==> src/rtl/alu_pkg.sv <==
// -----------------------------------------------------------------------------
// alu_pkg
//   Shared definitions for the ALU issue controller: the ALU select codes
//   understood by the shared ALU, and the issue FSM state encoding.
//   No ports; imported by the controller, its arbiter and the testbench.
// -----------------------------------------------------------------------------
package alu_pkg;

   // ALU select codes (5-bit S input of the shared ALU)
   localparam logic [4:0] OP_NOP    = 5'h00;
   localparam logic [4:0] OP_ADD    = 5'h01;
   localparam logic [4:0] OP_SUB    = 5'h02;
   localparam logic [4:0] OP_AND    = 5'h03;
   localparam logic [4:0] OP_OR     = 5'h04;
   localparam logic [4:0] OP_XOR    = 5'h05;
   localparam logic [4:0] OP_SLL    = 5'h06;
   localparam logic [4:0] OP_SRL    = 5'h07;
   localparam logic [4:0] OP_SRA    = 5'h08;
   localparam logic [4:0] OP_SLT    = 5'h09;
   localparam logic [4:0] OP_SLTU   = 5'h0A;
   localparam logic [4:0] OP_MUL    = 5'h0B;
   localparam logic [4:0] OP_MULH   = 5'h0C;
   localparam logic [4:0] OP_MULHU  = 5'h0D;
   localparam logic [4:0] OP_MULHSU = 5'h0E;
   localparam logic [4:0] OP_BEQ    = 5'h0F;
   localparam logic [4:0] OP_BNE    = 5'h10;
   localparam logic [4:0] OP_BLT    = 5'h11;
   localparam logic [4:0] OP_BGE    = 5'h12;
   localparam logic [4:0] OP_BLTU   = 5'h13;
   localparam logic [4:0] OP_BGEU   = 5'h14;
   localparam logic [4:0] OP_LUI    = 5'h15;
   localparam logic [4:0] OP_AUIPC  = 5'h16;

   // Issue FSM state encoding (plain constants keep the encoding visible
   // to legacy tools and to anyone probing the state register directly)
   typedef logic [1:0] state_t;
   localparam state_t IDLE = 2'd0;
   localparam state_t EXEC = 2'd1;
   localparam state_t DONE = 2'd2;

endpackage

==> src/rtl/alu_issue_ctrl_if.sv <==
// -----------------------------------------------------------------------------
// alu_req_if / alu_rsp_if
//   alu_req_if : one requester's op channel (valid/ready + a, b, op).
//                master = requester, slave = issue controller.
//   alu_rsp_if : result channel (valid/ready + id, q, cmp).
//                master = issue controller, slave = result consumer.
// -----------------------------------------------------------------------------
interface alu_req_if #(
   parameter int XLEN = 32,
   parameter int OPW  = 5
);
   logic            valid;
   logic            ready;
   logic [XLEN-1:0] a;
   logic [XLEN-1:0] b;
   logic [OPW-1:0]  op;

   modport master (output valid, output a, output b, output op, input  ready);
   modport slave  (input  valid, input  a, input  b, input  op, output ready);
endinterface

interface alu_rsp_if #(
   parameter int XLEN = 32
);
   logic            valid;
   logic            ready;
   logic            id;
   logic [XLEN-1:0] q;
   logic            cmp;

   modport master (output valid, output id, output q, output cmp, input  ready);
   modport slave  (input  valid, input  id, input  q, input  cmp, output ready);
endinterface

==> src/rtl/alu_issue_ctrl_rr_arb2.sv <==
// -----------------------------------------------------------------------------
// rr_arb2
//   Two-way round-robin grant. A lone valid requester always wins; when both
//   are valid the one that was NOT granted last time wins.
//   req_valid [1:0] in  : valid vector (bit N = requester N)
//   rr_last         in  : id of the most recently granted requester
//   gnt       [1:0] out : one-hot grant, zero when nobody is valid
//   gnt_id          out : index of the granted requester (0 when none)
// -----------------------------------------------------------------------------
module rr_arb2 (
   input  logic [1:0] req_valid,
   input  logic       rr_last,
   output logic [1:0] gnt,
   output logic       gnt_id
);

   always_comb begin
      // NOTE: every output of a combinational block gets a default first, so
      // no path through the case leaves it unassigned (which would infer a latch).
      gnt_id = 1'b0;
      gnt    = 2'b00;
      case (req_valid)
         2'b01:   gnt_id = 1'b0;
         2'b10:   gnt_id = 1'b1;
         2'b11:   gnt_id = ~rr_last;
         default: gnt_id = 1'b0;
      endcase
      if (|req_valid) begin
         gnt = gnt_id ? 2'b10 : 2'b01;
      end
   end

endmodule

==> src/rtl/alu_issue_ctrl.sv <==
// -----------------------------------------------------------------------------
// alu_issue_ctrl
//   Shares one combinational ALU between requester 0 (execute stage) and
//   requester 1 (branch/address unit). Round-robin arbitration, operands and
//   select registered into the ALU, MUL held for MUL_LAT cycles, result
//   returned with the requester id over a valid/ready response channel.
//   clk, rst_n        : clock (rising edge), asynchronous active-low reset
//   req0, req1        : alu_req_if.slave op channels
//   alu_a/alu_b/alu_s : registered ALU operands and select (alu_s=0 outside EXEC)
//   alu_q/alu_cmp     : combinational ALU result and compare flag
//   rsp               : alu_rsp_if.master result channel
// -----------------------------------------------------------------------------
module alu_issue_ctrl
   import alu_pkg::*;
#(
   parameter int XLEN    = 32,
   parameter int OPW     = 5,
   parameter int MUL_LAT = 3
) (
   input  logic            clk,
   input  logic            rst_n,
   alu_req_if.slave        req0,
   alu_req_if.slave        req1,
   output logic [XLEN-1:0] alu_a,
   output logic [XLEN-1:0] alu_b,
   output logic [OPW-1:0]  alu_s,
   input  logic [XLEN-1:0] alu_q,
   input  logic            alu_cmp,
   alu_rsp_if.master       rsp
);

   // Counter only has to hold MUL_LAT-1; keep at least one bit
   localparam int                CNT_W   = (MUL_LAT > 1) ? $clog2(MUL_LAT) : 1;
   localparam logic [CNT_W-1:0]  MUL_CNT = CNT_W'(MUL_LAT - 1);

   state_t            state_q,    state_d;
   logic [CNT_W-1:0]  cnt_q,      cnt_d;
   logic              rr_last_q,  rr_last_d;
   logic              id_q,       id_d;
   logic [XLEN-1:0]   alu_a_q,    alu_a_d;
   logic [XLEN-1:0]   alu_b_q,    alu_b_d;
   logic [OPW-1:0]    alu_s_q,    alu_s_d;
   logic              rsp_valid_q, rsp_valid_d;
   logic              rsp_id_q,   rsp_id_d;
   logic [XLEN-1:0]   rsp_data_q, rsp_data_d;
   logic              rsp_cmp_q,  rsp_cmp_d;

   logic [1:0]        gnt;
   logic              gnt_id;
   logic [XLEN-1:0]   sel_a;
   logic [XLEN-1:0]   sel_b;
   logic [OPW-1:0]    sel_op;

   rr_arb2 u_arb (
      .req_valid ({req1.valid, req0.valid}),
      .rr_last   (rr_last_q),
      .gnt       (gnt),
      .gnt_id    (gnt_id)
   );

   // Grant already implies valid, so ready is simply "idle and granted";
   // in IDLE a non-zero grant therefore means an op is accepted this cycle.
   assign req0.ready = (state_q == IDLE) & gnt[0];
   assign req1.ready = (state_q == IDLE) & gnt[1];

   assign sel_a  = gnt_id ? req1.a  : req0.a;
   assign sel_b  = gnt_id ? req1.b  : req0.b;
   assign sel_op = gnt_id ? req1.op : req0.op;

   always_comb begin
      state_d     = state_q;
      cnt_d       = cnt_q;
      rr_last_d   = rr_last_q;
      id_d        = id_q;
      alu_a_d     = alu_a_q;
      alu_b_d     = alu_b_q;
      alu_s_d     = alu_s_q;
      rsp_valid_d = rsp_valid_q;
      rsp_id_d    = rsp_id_q;
      rsp_data_d  = rsp_data_q;
      rsp_cmp_d   = rsp_cmp_q;

      case (state_q)
         IDLE: begin
            if (|gnt) begin
               alu_a_d   = sel_a;
               alu_b_d   = sel_b;
               alu_s_d   = sel_op;
               id_d      = gnt_id;
               rr_last_d = gnt_id;
               // Only MUL stretches EXEC; every other code (including
               // undefined ones) is executed for a single cycle.
               cnt_d     = (sel_op == OPW'(OP_MUL)) ? MUL_CNT : '0;
               state_d   = EXEC;
            end
         end
         EXEC: begin
            if (cnt_q != '0) begin
               cnt_d = cnt_q - CNT_W'(1);
            end else begin
               rsp_data_d  = alu_q;
               rsp_cmp_d   = alu_cmp;
               rsp_id_d    = id_q;
               rsp_valid_d = 1'b1;
               alu_s_d     = '0;
               state_d     = DONE;
            end
         end
         DONE: begin
            // Result stays put until the consumer takes it
            if (rsp.ready) begin
               rsp_valid_d = 1'b0;
               state_d     = IDLE;
            end
         end
         default: begin
            alu_s_d = '0;
            state_d = IDLE;
         end
      endcase
   end

   always_ff @(posedge clk or negedge rst_n) begin
      if (!rst_n) begin
         state_q     <= IDLE;
         cnt_q       <= '0;
         rr_last_q   <= 1'b1;   // makes req0 win the first tie
         id_q        <= 1'b0;
         alu_a_q     <= '0;
         alu_b_q     <= '0;
         alu_s_q     <= '0;
         rsp_valid_q <= 1'b0;
         rsp_id_q    <= 1'b0;
         rsp_data_q  <= '0;
         rsp_cmp_q   <= 1'b0;
      end else begin
         // NOTE: non-blocking assignments here so every flop samples the
         // pre-edge value of the others, independent of statement order.
         state_q     <= state_d;
         cnt_q       <= cnt_d;
         rr_last_q   <= rr_last_d;
         id_q        <= id_d;
         alu_a_q     <= alu_a_d;
         alu_b_q     <= alu_b_d;
         alu_s_q     <= alu_s_d;
         rsp_valid_q <= rsp_valid_d;
         rsp_id_q    <= rsp_id_d;
         rsp_data_q  <= rsp_data_d;
         rsp_cmp_q   <= rsp_cmp_d;
      end
   end

   assign alu_a     = alu_a_q;
   assign alu_b     = alu_b_q;
   assign alu_s     = alu_s_q;
   assign rsp.valid = rsp_valid_q;
   assign rsp.id    = rsp_id_q;
   assign rsp.q     = rsp_data_q;
   assign rsp.cmp   = rsp_cmp_q;

endmodule
==> src/flat_wrapper.sv <==
// flat-port wrapper written by rule: the top's interface ports become plain ports
module alu_issue_ctrl_flat import alu_pkg::*;
#(
   parameter int XLEN    = 32,
   parameter int OPW     = 5,
   parameter int MUL_LAT = 3
)
  (clk, rst_n, alu_a, alu_b, alu_s, alu_q, alu_cmp, req0_valid, req0_a, req0_b, req0_op, req0_ready, req1_valid, req1_a, req1_b, req1_op, req1_ready, rsp_valid, rsp_id, rsp_q, rsp_cmp, rsp_ready);
  alu_req_if #(.XLEN(XLEN), .OPW(OPW)) req0_i ();
  alu_req_if #(.XLEN(XLEN), .OPW(OPW)) req1_i ();
  alu_rsp_if #(.XLEN(XLEN)) rsp_i ();
  input  logic clk;
  input  logic rst_n;
  output logic [XLEN-1:0] alu_a;
  output logic [XLEN-1:0] alu_b;
  output logic [OPW-1:0] alu_s;
  input  logic [XLEN-1:0] alu_q;
  input  logic alu_cmp;
  input wire logic [$bits(req0_i.valid)-1:0] req0_valid;
  input wire logic [$bits(req0_i.a)-1:0] req0_a;
  input wire logic [$bits(req0_i.b)-1:0] req0_b;
  input wire logic [$bits(req0_i.op)-1:0] req0_op;
  output wire logic [$bits(req0_i.ready)-1:0] req0_ready;
  input wire logic [$bits(req1_i.valid)-1:0] req1_valid;
  input wire logic [$bits(req1_i.a)-1:0] req1_a;
  input wire logic [$bits(req1_i.b)-1:0] req1_b;
  input wire logic [$bits(req1_i.op)-1:0] req1_op;
  output wire logic [$bits(req1_i.ready)-1:0] req1_ready;
  output wire logic [$bits(rsp_i.valid)-1:0] rsp_valid;
  output wire logic [$bits(rsp_i.id)-1:0] rsp_id;
  output wire logic [$bits(rsp_i.q)-1:0] rsp_q;
  output wire logic [$bits(rsp_i.cmp)-1:0] rsp_cmp;
  input wire logic [$bits(rsp_i.ready)-1:0] rsp_ready;
  assign req0_i.valid = req0_valid;
  assign req0_i.a = req0_a;
  assign req0_i.b = req0_b;
  assign req0_i.op = req0_op;
  assign req0_ready = req0_i.ready;
  assign req1_i.valid = req1_valid;
  assign req1_i.a = req1_a;
  assign req1_i.b = req1_b;
  assign req1_i.op = req1_op;
  assign req1_ready = req1_i.ready;
  assign rsp_valid = rsp_i.valid;
  assign rsp_id = rsp_i.id;
  assign rsp_q = rsp_i.q;
  assign rsp_cmp = rsp_i.cmp;
  assign rsp_i.ready = rsp_ready;
  alu_issue_ctrl #(.XLEN(XLEN), .OPW(OPW), .MUL_LAT(MUL_LAT)) u_core (.clk(clk), .rst_n(rst_n), .req0(req0_i), .req1(req1_i), .alu_a(alu_a), .alu_b(alu_b), .alu_s(alu_s), .alu_q(alu_q), .alu_cmp(alu_cmp), .rsp(rsp_i));
endmodule
==> config.mk <==
export PLATFORM = sky130hd
export DESIGN_NAME = alu_issue_ctrl_flat
export DESIGN_NICKNAME = d
export VERILOG_FILES = /design/src/rtl/alu_pkg.sv /design/src/rtl/alu_issue_ctrl_if.sv /design/src/rtl/alu_issue_ctrl_rr_arb2.sv /design/src/rtl/alu_issue_ctrl.sv /design/src/flat_wrapper.sv
export SDC_FILE = /design/constraint.sdc
export NUM_CORES = 1
export LEC_CHECK = 0
export BUFFER_PORTS_ARGS = -buffer_cell sky130_fd_sc_hd__buf_4
export CELL_PAD_IN_SITES_DETAIL_PLACEMENT = 0
export CELL_PAD_IN_SITES_GLOBAL_PLACEMENT = 1
export CORE_MARGIN = 4
export CORE_UTILIZATION = 35
export DETAILED_ROUTE_END_ITERATION = 7
export HOLD_SLACK_MARGIN = 0.1
export PLACE_DENSITY = 0.95
export RECOVER_POWER = 100
export SLEW_MARGIN = 10
export SYNTH_ARGS = -nofsm -noshare
export SYNTH_HDL_FRONTEND = slang
export SYNTH_SLANG_ARGS = --single-unit
==> constraint.sdc <==
create_clock -name clk -period 3.8 [get_ports clk]
set_input_delay 0.76 -clock clk [delete_from_list [all_inputs] [get_ports clk]]
set_output_delay 0.76 -clock clk [all_outputs]
set_load 0.01 [all_outputs]
==> impl.org <==
** STA
- Setup TNS Final :: 0 ps
- Of the available clock period, the critical path in the final layout requires 0.7120.
- Hold Fails Final Rpt :: 0
- Worst clock skew :: roughly 12 ps
- In the post-route analysis, the smallest setup slack over all paths is around 1100 ps.
- At the pin with the least slew margin, the transition time is approximately 1700 ps.
- Final setup violation count :: 0
- Headroom to the max-slew limit came out at -0.1271.
- RSZ-0062 raised after global routing :: no
- Fmax :: approximately 370 MHz
- Count of pins over their slew limit :: roughly 120
- The worst path in the final design needs a cycle of roughly 2700 ps, including I/O delays and setup.

** Worst setup path
- Setup CP Type :: flip-flop to flip-flop
- Data on the critical path is required at its endpoint by around 4000 ps.
- Along the worst path, the maximum fanout reaches 35.
- Data on the critical path arrives at its endpoint at 2920 ps.
- Critical Path, Cell by Cell :: inv_1 > ha_1 > nand3_1 > mux2_1
- The worst setup path is captured at a flip-flop.
- Critical path startpoint category :: flip-flop
- Delay of the slowest critical-path stage :: approximately 1100 ps
- Slowest-stage cell, CP :: nand3_1

** Cells and area
- Most common cell after layout, fill and taps aside :: buf_4
- From synthesis to final layout, the design area changed by 44.60%.
- The net count of the finished layout is around 800.
- Fill cells :: ~1.2k
- The multi-input combinational cells in the finished layout cover a total of 1730 sq um.
- In the final layout, the share of cells above drive strength 1 is 0.3291.
- 0 antenna diodes ended up in the layout.
- Sequential cell area :: around 2800 sq um
- Most used cells in the layout excluding fill and tap cells :: 178 x buf_4, 109 x dfrtp_1, 107 x clkbuf_1

** Floorplan
- The die is 123.5 um wide.
- The die covers 15250 sq um.
- Placeable core area :: about 13000 sq um
- Starting density of the core :: 0.3640
- Number of top-level design ports :: 282
- The die is approximately 120 um tall.
- Row generation in the floorplan step produced slightly above 40 rows.

** Drt
- Number of nets still failing antenna checks after routing :: 0
- Iteration-0 DRC count of the detailed router :: about 150
- Number of iterations in the first detailed-routing pass :: 5
- The final route contains 3996 vias.
- Using the TritonRoute via totals, the vias-per-cell ratio works out to around 5.
- WL final :: between 10000 and 15000 um
- Number of design rule violations left after detail routing :: 0
- Routed len/inst :: around 17 um

** Power and ir drop
- For this design the ratio of total power to cell area is approximately 790 nW/um^2.
- The share of total power dissipated in combinational logic is 0.439.
- Maximum ir drop on the vdd rail :: between 300 and 400 uV
- The internal power of the cells totals between 0.003 and 0.004 W.
- The share of total power dissipated in the clock network is 0.170.
- Of the total power, registers draw 0.391.
- Of the total power, the share spent switching nets is 0.3758.
- Summed over all nets, the switching power comes to ~0.0020 W.
- The analysis attributes to cell leakage a power of 3.413 nW.

** Placed design
- Routability-driven placement finished with a final weighted congestion of between 0.7 and 0.8.
- The HPWL after detailed placement is just over 10000 um.
- Worst setup slack before clock tree synthesis :: 1336 ps
- Port buffering added 281 buffers.

** Status
- Result of the run :: complete, but fails checks
- The checks that failed: max-capacitance violations, max-slew violations.

** Global route
- Global-route usage over all layers :: 0.1729
- Number of global-route vias before repair :: between 4k and 5k
- The first global-routing pass estimated 20700 um of wire.
- Entering global routing, the biggest net connects just under 90 pins.
- Initial antenna violation count :: 0
- After global routing the overflow that remains totals 0.

** Synth
- In the synthesized netlist, the number of instances is ~350.
- Seq/Total Area, Yosys :: 0.5899
- After synthesis, the netlist uses 31 different library cells.
- Synthesis produced a netlist with a net count of 525.
- For this run, the number of Yosys warnings is 0.
- After synthesis the netlist holds a flip-flop and latch count of 110.
- Post-synth design cell area :: 4668 sq um
- In this run the mean area of a mapped cell was around 13 sq um.

** CTS
- Number of sinks driven by the clock tree :: 110
- Once the clock tree was built, the setup fixing pass inserted 0 buffers.
- Number of hold buffers added after cts :: 0
- TritonCTS built the clock tree.
- TritonCTS created 9 clock buffers.
- In this run the deepest clock path goes through 2 buffers.
- Number of gates given a new drive strength after cts :: 0
- Buffer cell driving the clock tree root :: clkbuf_16
- For the worst-skew pair, the clock arrives at the later sink with an insertion delay of approximately 350 ps.
- Clock-pin slew was measured on the worst setup and hold paths at about 70 ps.
- Deepest level of the CTS H-tree :: 3

** Hold path
- Hold/Removal Path Class :: flip-flop to flip-flop

** Flow run
- Across the run, the number of max-cap violations was 2.
## metal layers
metal	vias up	track usage	wire, um
met5	-	0	0
met4	0	0.07958	405
met3	31	0.05261	1280
met2	195	0.2970	6905
met1	1938	0.1973	4902
li1	1832	-	-
## power groups by stage
| stage | Combinational, W | Sequential (W) | Clock (W) |
|---|---|---|---|
| 2_1_floorplan | 0.00131 | 0.00234 | 0 |
| 3_3_place_gp | 0.00276 | 0.00210 | 0 |
| 3_5_place_dp | 0.00285 | 0.00212 | 0 |
| 4_1_cts | 0.00285 | 0.00211 | 0.000947 |
| 5_1_grt | 0.00259 | 0.00216 | 0.000999 |
| 6_report | 0.00235 | 0.00209 | 0.000912 |
## flip-flops by register name, summed over array words and instances, names as in the netlist
| register | count |
|---|---|
| u_core.alu_a | 32 |
| u_core.alu_b | 32 |
| u_core.rsp.q | 32 |
| u_core.alu_s | 5 |
| u_core.cnt_q | 2 |
| u_core.state_q | 2 |
| u_core.id_q | 1 |
| u_core.rr_last_q | 1 |
| u_core.rsp.cmp | 1 |
| u_core.rsp.id | 1 |
| u_core.rsp.valid | 1 |
## metrics by stage
stage	power (W)	hold WS [ps]	area (sq um)	utilization	cells
after floorplan	0.003654	445.3	4668	-	348
after detailed placement	0.004970	462.8	6877	0.5362	782
final	0.005354	475.6	6750	0.5263	798
after global placement	0.004860	461.0	6877	0.5362	782
after global routing	0.005754	504.9	6750	0.5263	798
after CTS	0.005906	301.6	7167	0.5588	798
## worst paths after layout
kind                                             start  cells after the start  slack, ps                            to
max                        u_core.cnt_q[0]$_DFFE_PN0P_                      4       1090   u_core.rsp.q[3]$_DFFE_PN0P_
min                            u_core.id_q$_DFFE_PN0P_                      1        480       u_core.id_q$_DFFE_PN0P_
max reg2reg                u_core.cnt_q[0]$_DFFE_PN0P_                      4       1090   u_core.rsp.q[3]$_DFFE_PN0P_
min reg2reg                    u_core.id_q$_DFFE_PN0P_                      1        480       u_core.id_q$_DFFE_PN0P_
max in group asynchronous                        rst_n                      2       1370  u_core.alu_b[12]$_DFFE_PN0P_
min in group asynchronous                        rst_n                      1        700  u_core.alu_b[30]$_DFFE_PN0P_
## cell type report
class	count	share of cell area
Sequential cell	110	0.4080
Tap cell	172	0.03188
Timing Repair Buffer	287	0.2591
Clock inverter	5	0.007044
Multi-Input combinational cell	210	0.2563
Inverter	3	0.001668
Clock buffer	11	0.03596
## worst max-delay path, delay by kind of cell (launching register included)
family	cells	cell delay, ps
AND/OR/NAND/NOR	1	1140
multiplexers	1	780
flip-flops	1	390
adder cells (fa/ha/maj)	1	210
buffers and inverters	1	60
## synthesized netlist by cell type
cell type / number / share of area
a21boi_2: 1 / 0.0024
a21o_1: 54 / 0.087
a21oi_1: 2 / 0.0021
a22o_1: 52 / 0.098
a31oi_1: 2 / 0.0027
and2_1: 2 / 0.0027
buf_2: 11 / 0.012
buf_4: 2 / 0.0032
buf_6: 8 / 0.019
clkbuf_1: 4 / 0.0032
dfrtp_1: 109 / 0.58
dfstp_2: 1 / 0.0056
ha_1: 1 / 0.0027
inv_1: 2 / 0.0016
inv_2: 1 / 0.00080
mux2_1: 29 / 0.070
mux2_2: 5 / 0.012
mux2i_1: 18 / 0.039
nand2_1: 14 / 0.011
nand3_2: 1 / 0.0021
nand4b_1: 1 / 0.0019
nor2_1: 2 / 0.0016
nor2_2: 2 / 0.0027
nor3_1: 1 / 0.0011
nor4bb_1: 1 / 0.0021
o21ai_0: 1 / 0.0011
o21ai_1: 13 / 0.014
o21ai_2: 1 / 0.0019
o2bb2ai_1: 5 / 0.0094
o31ai_1: 1 / 0.0016
or3b_1: 1 / 0.0019
## kinds of logic after synthesis
family | Yosys count | share of synthesized area
AOI/OAI and AO/OA | 132 | 0.2195
adders and majority gates | 1 | 0.002680
buffers and inverters | 28 | 0.03993
DFF | 110 | 0.5899
muxes | 52 | 0.1206
and+or+nand+nor | 25 | 0.02734
Note: power is estimated with default switching activity, not from simulation.
